<file path="src/rtl/swizzle_cram_to_dram_pkg.sv">
// Shared constants for the CRAM<->DRAM swizzle paths.
// Holds the default geometry (also used by the load-side swizzle) and the
// state encodings of the unload read and write FSMs.
package swizzle_cram_to_dram_pkg;
  localparam int SWZ_DWIDTH        = 40;
  localparam int SWZ_ADDR_WIDTH    = 13;
  localparam int SWZ_ADDR_STRIDE   = 4;
  localparam int SWZ_BLK_CNT_WIDTH = 8;

  // Read FSM: issues CRAM reads into the current fill buffer
  localparam logic [1:0] RD_IDLE  = 2'd0;
  localparam logic [1:0] RD_ISSUE = 2'd1;
  localparam logic [1:0] RD_WAIT  = 2'd2;

  // Write FSM: drains the oldest full buffer to the memory controller
  localparam logic [0:0] WR_IDLE  = 1'b0;
  localparam logic [0:0] WR_DRAIN = 1'b1;
endpackage

</file>
<file path="src/rtl/swizzle_cram_to_dram_transpose_buffer.sv">
// swizzle_transpose_buffer: one DWIDTH x DWIDTH bit block.
// Ports:
//   clk              clock
//   wr_en/wr_row     row write: word k read from CRAM lands in row k
//   wr_data          row data
//   rd_col           output word index j
//   rd_data          column read, bit k = row k bit (DWIDTH-1-j)
module swizzle_transpose_buffer
  import swizzle_cram_to_dram_pkg::*;
#(
  parameter  int DWIDTH = SWZ_DWIDTH,
  localparam int IW     = $clog2(DWIDTH)
) (
  input  logic              clk,
  input  logic              wr_en,
  input  logic [IW-1:0]     wr_row,
  input  logic [DWIDTH-1:0] wr_data,
  input  logic [IW-1:0]     rd_col,
  output logic [DWIDTH-1:0] rd_data
);
  logic [DWIDTH-1:0] mem [DWIDTH];
  logic [IW-1:0]     src_bit;

  // Output word 0 takes the MSB of every row
  assign src_bit = IW'(DWIDTH - 1) - rd_col;

  always_ff @(posedge clk) begin
    if (wr_en) mem[wr_row] <= wr_data;
  end

  always_comb begin
    rd_data = '0;
    for (int k = 0; k < DWIDTH; k++) rd_data[k] = mem[k][src_bit];
  end
endmodule

</file>
<file path="src/rtl/swizzle_cram_to_dram.sv">
// swizzle_cram_to_dram: CRAM unload path. Reads bit-serial blocks out of
// compute RAM, re-transposes them through a ping/pong pair of buffers and
// streams word-parallel data to the memory controller.
// Ports:
//   clk, reset                    clock, async active-high reset
//   start/ram_start_addr/num_blocks  transfer request (sampled in idle)
//   ram_addr/ram_re/ram_data_in   CRAM read port (1-cycle read latency)
//   mem_ctrl_data_out/_valid/_last, mem_ctrl_ready   output stream
//   busy, done                    transfer status
module swizzle_cram_to_dram
  import swizzle_cram_to_dram_pkg::*;
#(
  parameter int DWIDTH        = SWZ_DWIDTH,
  parameter int ADDR_WIDTH    = SWZ_ADDR_WIDTH,
  parameter int ADDR_STRIDE   = SWZ_ADDR_STRIDE,
  parameter int BLK_CNT_WIDTH = SWZ_BLK_CNT_WIDTH
) (
  input  logic                     clk,
  input  logic                     reset,
  input  logic                     start,
  input  logic [ADDR_WIDTH-1:0]    ram_start_addr,
  input  logic [BLK_CNT_WIDTH-1:0] num_blocks,
  output logic [ADDR_WIDTH-1:0]    ram_addr,
  output logic                     ram_re,
  input  logic [DWIDTH-1:0]        ram_data_in,
  output logic [DWIDTH-1:0]        mem_ctrl_data_out,
  output logic                     mem_ctrl_data_valid,
  input  logic                     mem_ctrl_ready,
  output logic                     mem_ctrl_data_last,
  output logic                     busy,
  output logic                     done
);
  localparam int            IW   = $clog2(DWIDTH);
  localparam logic [IW-1:0] LAST = IW'(DWIDTH - 1);
  localparam logic [BLK_CNT_WIDTH-1:0] ONE_BLK = BLK_CNT_WIDTH'(1);

  logic [1:0]               rd_state;
  logic [IW-1:0]            rd_k;
  logic                     fill_buf;
  logic [BLK_CNT_WIDTH-1:0] rd_blk_left;
  logic [ADDR_WIDTH-1:0]    blk_base;

  logic                     cap_vld, cap_buf;
  logic [IW-1:0]            cap_row;

  logic [1:0]               full, set_full, freeing, buf_free;
  logic [0:0]               wr_state;
  logic                     wr_buf;
  logic [IW-1:0]            wr_j;
  logic [BLK_CNT_WIDTH-1:0] wr_blk_left;
  logic [1:0][DWIDTH-1:0]   col_data;
  logic                     accept, start_ok;

  assign start_ok = start && (rd_state == RD_IDLE) && !busy;
  assign accept   = (wr_state == WR_DRAIN) && mem_ctrl_ready;

  // A buffer counts as free in the cycle its last word is accepted: the
  // first row write of a new block lands one cycle after its ram_re, by
  // which time the drain has moved on. This keeps output gapless.
  always_comb begin
    set_full = '0;
    freeing  = '0;
    buf_free = '0;
    for (int b = 0; b < 2; b++) begin
      set_full[b] = cap_vld && (cap_buf == 1'(b)) && (cap_row == LAST);
      freeing[b]  = accept && (wr_buf == 1'(b)) && (wr_j == LAST);
      buf_free[b] = !full[b] || freeing[b];
    end
  end

  assign ram_re = (rd_state == RD_ISSUE) ||
                  ((rd_state == RD_WAIT) && buf_free[fill_buf]);

  // Read FSM. fill_buf flips at the end of every block, so in RD_WAIT it
  // already names the buffer the next block will fill.
  always_ff @(posedge clk or posedge reset) begin
    if (reset) begin
      rd_state    <= RD_IDLE;
      rd_k        <= '0;
      fill_buf    <= 1'b0;
      rd_blk_left <= '0;
      ram_addr    <= '0;
      blk_base    <= '0;
    end else if (start_ok && (num_blocks != '0)) begin
      rd_state    <= RD_ISSUE;
      rd_k        <= '0;
      fill_buf    <= 1'b0;
      rd_blk_left <= num_blocks;
      ram_addr    <= ram_start_addr;
      blk_base    <= ram_start_addr;
    end else if (ram_re) begin
      if (rd_k != LAST) begin
        rd_k     <= rd_k + IW'(1);
        ram_addr <= ram_addr + ADDR_WIDTH'(ADDR_STRIDE);
        rd_state <= RD_ISSUE;
      end else begin
        rd_k        <= '0;
        fill_buf    <= ~fill_buf;
        ram_addr    <= blk_base + ADDR_WIDTH'(1);
        blk_base    <= blk_base + ADDR_WIDTH'(1);
        rd_blk_left <= rd_blk_left - ONE_BLK;
        if (rd_blk_left == ONE_BLK)  rd_state <= RD_IDLE;
        else if (buf_free[~fill_buf]) rd_state <= RD_ISSUE;
        else                          rd_state <= RD_WAIT;
      end
    end
  end

  // Read data returns one cycle after ram_re; tag it with its slot
  always_ff @(posedge clk or posedge reset) begin
    if (reset) begin
      cap_vld <= 1'b0;
      cap_buf <= 1'b0;
      cap_row <= '0;
    end else begin
      cap_vld <= ram_re;
      cap_buf <= fill_buf;
      cap_row <= rd_k;
    end
  end

  always_ff @(posedge clk or posedge reset) begin
    if (reset) full <= '0;
    else       full <= (full & ~freeing) | set_full;
  end

  // Write FSM. The set_full terms let a just-completed buffer start
  // draining with no extra cycle of latency.
  always_ff @(posedge clk or posedge reset) begin
    if (reset) begin
      wr_state    <= WR_IDLE;
      wr_buf      <= 1'b0;
      wr_j        <= '0;
      wr_blk_left <= '0;
      busy        <= 1'b0;
      done        <= 1'b0;
    end else begin
      done <= 1'b0;
      if (start_ok) begin
        if (num_blocks != '0) begin
          busy        <= 1'b1;
          wr_blk_left <= num_blocks;
          wr_buf      <= 1'b0;
          wr_j        <= '0;
        end else begin
          done <= 1'b1;
        end
      end
      case (wr_state)
        WR_IDLE: begin
          if (full[wr_buf] || set_full[wr_buf]) wr_state <= WR_DRAIN;
        end
        default: begin
          if (mem_ctrl_ready) begin
            if (wr_j != LAST) begin
              wr_j <= wr_j + IW'(1);
            end else begin
              wr_j        <= '0;
              wr_buf      <= ~wr_buf;
              wr_blk_left <= wr_blk_left - ONE_BLK;
              if (wr_blk_left == ONE_BLK) begin
                wr_state <= WR_IDLE;
                busy     <= 1'b0;
                done     <= 1'b1;
              end else if (!(full[~wr_buf] || set_full[~wr_buf])) begin
                wr_state <= WR_IDLE;
              end
            end
          end
        end
      endcase
    end
  end

  swizzle_transpose_buffer #(.DWIDTH(DWIDTH)) u_ping (
    .clk     (clk),
    .wr_en   (cap_vld && !cap_buf),
    .wr_row  (cap_row),
    .wr_data (ram_data_in),
    .rd_col  (wr_j),
    .rd_data (col_data[0])
  );

  swizzle_transpose_buffer #(.DWIDTH(DWIDTH)) u_pong (
    .clk     (clk),
    .wr_en   (cap_vld && cap_buf),
    .wr_row  (cap_row),
    .wr_data (ram_data_in),
    .rd_col  (wr_j),
    .rd_data (col_data[1])
  );

  // Buffer contents are not reset, so gate the data with valid
  assign mem_ctrl_data_valid = (wr_state == WR_DRAIN);
  assign mem_ctrl_data_out   = mem_ctrl_data_valid ? col_data[wr_buf] : '0;
  assign mem_ctrl_data_last  = mem_ctrl_data_valid && (wr_j == LAST) &&
                               (wr_blk_left == ONE_BLK);
endmodule
</file>
<file path="config.mk">
export PLATFORM = sky130hd
export DESIGN_NAME = swizzle_cram_to_dram
export DESIGN_NICKNAME = d
export VERILOG_FILES = /design/src/rtl/swizzle_cram_to_dram_pkg.sv /design/src/rtl/swizzle_cram_to_dram_transpose_buffer.sv /design/src/rtl/swizzle_cram_to_dram.sv
export SDC_FILE = /design/constraint.sdc
export NUM_CORES = 2
export LEC_CHECK = 0
export ABC_CLOCK_PERIOD_IN_PS = 3500
export CAP_MARGIN = 10
export CORE_UTILIZATION = 50
export CTS_BUF_LIST = sky130_fd_sc_hd__clkbuf_2
export CTS_CLUSTER_DIAMETER = 50
export CTS_CLUSTER_SIZE = 8
export DETAILED_ROUTE_END_ITERATION = 8
export DONT_BUFFER_PORTS = 1
export GPL_ROUTABILITY_DRIVEN = 1
export HOLD_SLACK_MARGIN = 0.1
export PLACE_DENSITY = 0.72
export SLEW_MARGIN = 20
export SYNTH_ARGS = -nofsm -noshare
export SYNTH_HDL_FRONTEND = slang
export SYNTH_SLANG_ARGS = --single-unit
</file>
<file path="constraint.sdc">
create_clock -name clk -period 3.5 [get_ports clk]
set_clock_uncertainty 0.05 [all_clocks]
set_input_delay 0.7 -clock clk [delete_from_list [all_inputs] [get_ports clk]]
set_output_delay 0.7 -clock clk [all_outputs]
set_load 0.005 [all_outputs]
</file>
==> flow_summary.yaml <==
setup_path:
  rr_endpoint: "wr_blk_left[0]"
  cpPeakStageDelay_ps: 540
  cp_data_required_time_ps: 2750
  cp_slowest_cell: "sky130_fd_sc_hd__mux4_2"
  critPathMaxFanout: 8
  timing_worst_setup_path_type: "flop to primary output"
  crit_path_cell_trace: "buf_12 -> buf_8 -> buf_12 -> buf_16 -> buf_16 -> buf_12 -> mux4_2 -> mux2i_4 -> o22ai_1 -> o21ai_1 -> nand2_2"
  worst_path_dominant_cell_family: "buffers and inverters"
  critPathCaptureType: "primary output"
  rr_startpoint: "wr_j[0]"
  setup.worst_path.start_class: "flop"
  worstPathArrival_ps: 4760
  worst_r2r_path_depth: 11
  critPathMostFrequentCell: "sky130_fd_sc_hd__buf_12"
  r2r_setup_slack_ps: 50
  worstPathBufferInverterCount: 6
clock_network:
  insertion_delay_ps: 2190
  cts_inserted_buffers: 463
  tritoncts_num_sinks: 3271
  ctsRootBufferMaster: "sky130_fd_sc_hd__clkbuf_2"
  cts.clk_slew.worst_paths_ps: 180
  tritoncts_clock_tree: "built"
  cts-root-to-sink-buffers: 4
  cts_max_level: 5
power:
  power-per-cell-area_mw_per_mm2: 587
  p_leak_nw: 46.7
  internal-power_w: 0.0586
  power.clock.fraction_pct: 19.1
  seqPwrFrac_pct: 53.2
  ir_drop_mv: 0.366
  power_switching_w: 0.0265
  sw_ratio_pct: 31.1
  combinational_power_share_pct: 27.7
die:
  initial_core_util_pct: 50.3
  area_of_the_die_mm2: 0.255
  core_area_mm2: 0.252
  die-width_um: 505
  placementRows: 184
  die_h_um: 505
  top_level_ports: 123
place:
  dpl-instance-area_mm2: 0.134
  placed_cells_incl_taps: 9327
  gpl_congestion: 0.818
  total_of_buffers_placed_on_input_and_output_ports: 0
  dp_hpwl_um: 162000
global_route:
  grt-ovfl-total: 0
  wire_length_of_the_first_global_routing_pass_um: 506000
  antenna_found_initial: 18
  number_of_global_route_vias_before_repair: 69049
  grt_start_max_net_pins: 81
  grt_total_usage_pct: 28.1
sta:
  layout_setup_ws_ps: -2010
  totalNegativeSetupSlack_ps: -78330
  fmax_ghz: 0.181
  final_period_minus_worst_setup_slack_ps: 5510
  finalHoldViolCount: 0
  unrepaired_setup_endpoints_after_global_routing: "yes"
  fin_worst_hold_slack_ps: 258
  slew_violations: 0
  relSlewSlack_pct: 5.43
  min_period_over_period_pct: 157
  setup_violating_endpoint_count_in_the_final_report: 43
  worst_pin_slew_ps: 1420
layout:
  non_filler_instance_count_after_layout: 10295
  area_growth_syn_to_layout_pct: 14.4
  final_core_util_pct: 57.6
  layout.cell_area.non_filler_mm2: 0.145
  design.final.nets: 6945
  drive_above_1_share_pct: 32.4
yosys:
  synth_edf_count: 3200
  synth_most_common_cell: "sky130_fd_sc_hd__edfxtp_1"
  synthesis.instances: 5924
  mappedNetlistArea_mm2: 0.127
  async_flop_share_pct: 2.17
  synthTopCellsByArea: "sky130_fd_sc_hd__edfxtp_1, sky130_fd_sc_hd__mux4_2, sky130_fd_sc_hd__mux2i_1"
  synth_nets: 5999
  synth_top_area_share_pct: 75.9
  commonest_cells_in_the_synthesized_netlist: "sky130_fd_sc_hd__edfxtp_1, sky130_fd_sc_hd__mux4_2, sky130_fd_sc_hd__mux2i_1"
  syn_avg_cell_area_um2: 21.4
  dominant_cell_type_by_area_after_synthesis: "sky130_fd_sc_hd__edfxtp_1"
  synth_flop_cell: "sky130_fd_sc_hd__edfxtp_1"
  ys_warn_count: 0
  ys_seq_area_share_pct: 77.3
  yosysUniqueCellTypes: 85
  synth_seq_cells: 3271
routing:
  postRouteAntennaNets: 0
  drc_errors: 42
  wirelength_um: 362000
  drt_iter0_markers: 11713
  drtPass1Iterations: 9
  via_count: 69744
  vias_per_cell: 6.77
  routedWlPerCell_um: 35.2
worst_hold_path:
  cells_on_worst_hold_path: 4
  holdPathEnd: "u_ping.mem[35][1]"
  hold_start: "ram_data_in[1]"
  worst_hold_path_type: "primary input to flop"
run_status:
  failing_checks: "DRC, setup timing"
  run_status: "finished, violations left"
job:
  maxCapViolations: 0
==> per-layer routing <==
metal | share of wire (%) | global-route usage [%]
met1 | 35 | 38.1
met2 | 47 | 44.3
met3 | 13 | 6.34
met4 | 4.4 | 11.6
met5 | 0.022 | 0
==> logic make-up after synthesis <==
group | Yosys count | share of synthesized area, %
flip-flops | 3271 | 77.3
multiplexers | 1116 | 15.5
AO/OA/AOI/OAI | 595 | 3.19
buffers and inverters | 341 | 1.61
adder cells (fa/ha/maj) | 10 | 0.0988
XOR/XNOR | 30 | 0.207
AND/OR/NAND/NOR | 561 | 2.07
==> worst min-delay path, cell delays in order <==
cell and delay [ps]:
sky130_fd_sc_hd__dlygate4sd3_1 550, sky130_fd_sc_hd__dlygate4sd3_1 640, sky130_fd_sc_hd__buf_16 170, sky130_fd_sc_hd__buf_16 200
==> placed cells by master, fill, tap and decap left out, types with 17 or more instances in the layout <==
cell type	netlist	final
sky130_fd_sc_hd__edfxtp_1	3200	3200
sky130_fd_sc_hd__mux4_2	678	678
sky130_fd_sc_hd__clkbuf_2	0	510
sky130_fd_sc_hd__mux2i_1	420	383
sky130_fd_sc_hd__buf_4	38	324
sky130_fd_sc_hd__dlygate4sd3_1	0	176
sky130_fd_sc_hd__nand2_1	184	158
sky130_fd_sc_hd__o22ai_1	149	132
sky130_fd_sc_hd__buf_16	0	130
sky130_fd_sc_hd__buf_12	1	104
sky130_fd_sc_hd__nor2_4	0	83
sky130_fd_sc_hd__a21oi_1	87	72
sky130_fd_sc_hd__dfrtp_1	71	60
sky130_fd_sc_hd__nor2_1	150	59
sky130_fd_sc_hd__a22oi_1	73	56
sky130_fd_sc_hd__nand3_1	67	55
sky130_fd_sc_hd__buf_6	60	43
sky130_fd_sc_hd__nor3_1	56	39
sky130_fd_sc_hd__o21ai_1	51	39
sky130_fd_sc_hd__mux2i_2	0	31
sky130_fd_sc_hd__o21ai_0	37	25
sky130_fd_sc_hd__a31oi_1	25	22
sky130_fd_sc_hd__a32o_2	0	20
sky130_fd_sc_hd__o21ai_2	0	20
sky130_fd_sc_hd__nand2_2	1	18
sky130_fd_sc_hd__nor3_2	1	17
sky130_fd_sc_hd__a22oi_2	0	17
==> state kept, by name (all words and copies together), names as in the netlist <==
| signal | flops |
|---|---|
| mem_ctrl_data_valid | 1 |
| rd_state | 2 |
| u_ping.mem | 1600 |
| wr_blk_left | 8 |
| full | 2 |
| rd_blk_left | 8 |
| cap_row | 6 |
| wr_j | 6 |
| rd_k | 6 |
| done | 1 |
| ram_addr | 13 |
| busy | 1 |
| wr_buf | 1 |
| cap_vld | 1 |
| cap_buf | 1 |
| u_pong.mem | 1600 |
| blk_base | 13 |
| fill_buf | 1 |
==> stage by stage <==
| stage | setup WS (ps) | power [W] |
|---|---|---|
| 4_1_cts | -2120 | 0.0841 |
| 2_1_floorplan | 138 | 0.0574 |
| 3_3_place_gp | -215 | 0.0644 |
| 3_5_place_dp | -229 | 0.0647 |
| 6_report | -2010 | 0.0851 |
| 5_1_grt | -2130 | 0.0875 |
==> area by class of cell <==
type / count / area [µm²]
Tap cell: 3348 / 4190
Antenna cell: 16 / 40.0
Clock buffer: 510 / 2550
Clock inverter: 16 / 141
Timing Repair Buffer: 812 / 11100
Sequential cell: 3271 / 97900
Multi-Input combinational cell: 2312 / 29000
Inverter: 10 / 45.0
Fill cell: 17692 / 107000
==> repair_timing <==
item | in CTS | in global routing
hold buffers | 260 | 1
pin swaps | 106 | 102
setup endpoints to repair | 56 | 86
gates cloned | 37 | 12
buffers inserted | 96 | 42
hold endpoints to repair | 3335 | 12
gates resized for setup | 345 | 174
==> power by group through the flow <==
stage	logic (W)	registers (W)	clock network (W)
after global routing	0.0243	0.0453	0.0178
final	0.0236	0.0453	0.0162
after CTS	0.0226	0.0452	0.0164
after detailed placement	0.0185	0.0461	0
after global placement	0.0183	0.0460	0
after floorplan	0.0116	0.0458	0
==> worst max-delay path by stage <==
stage	startpoint	end	slack [ps]	depth (start not counted)
after floorplan	cap_vld	mem_ctrl_data_valid	140	6
after global placement	wr_j[0]	mem_ctrl_data_out[15]	-210	10
after detailed placement	wr_j[0]	mem_ctrl_data_out[15]	-230	10
after CTS	wr_j[0]	mem_ctrl_data_out[21]	-2120	13
after global routing	wr_j[0]	mem_ctrl_data_out[37]	-2130	11
final	wr_j[0]	mem_ctrl_data_out[37]	-2010	11
Note: power is estimated with default switching activity, not from simulation.
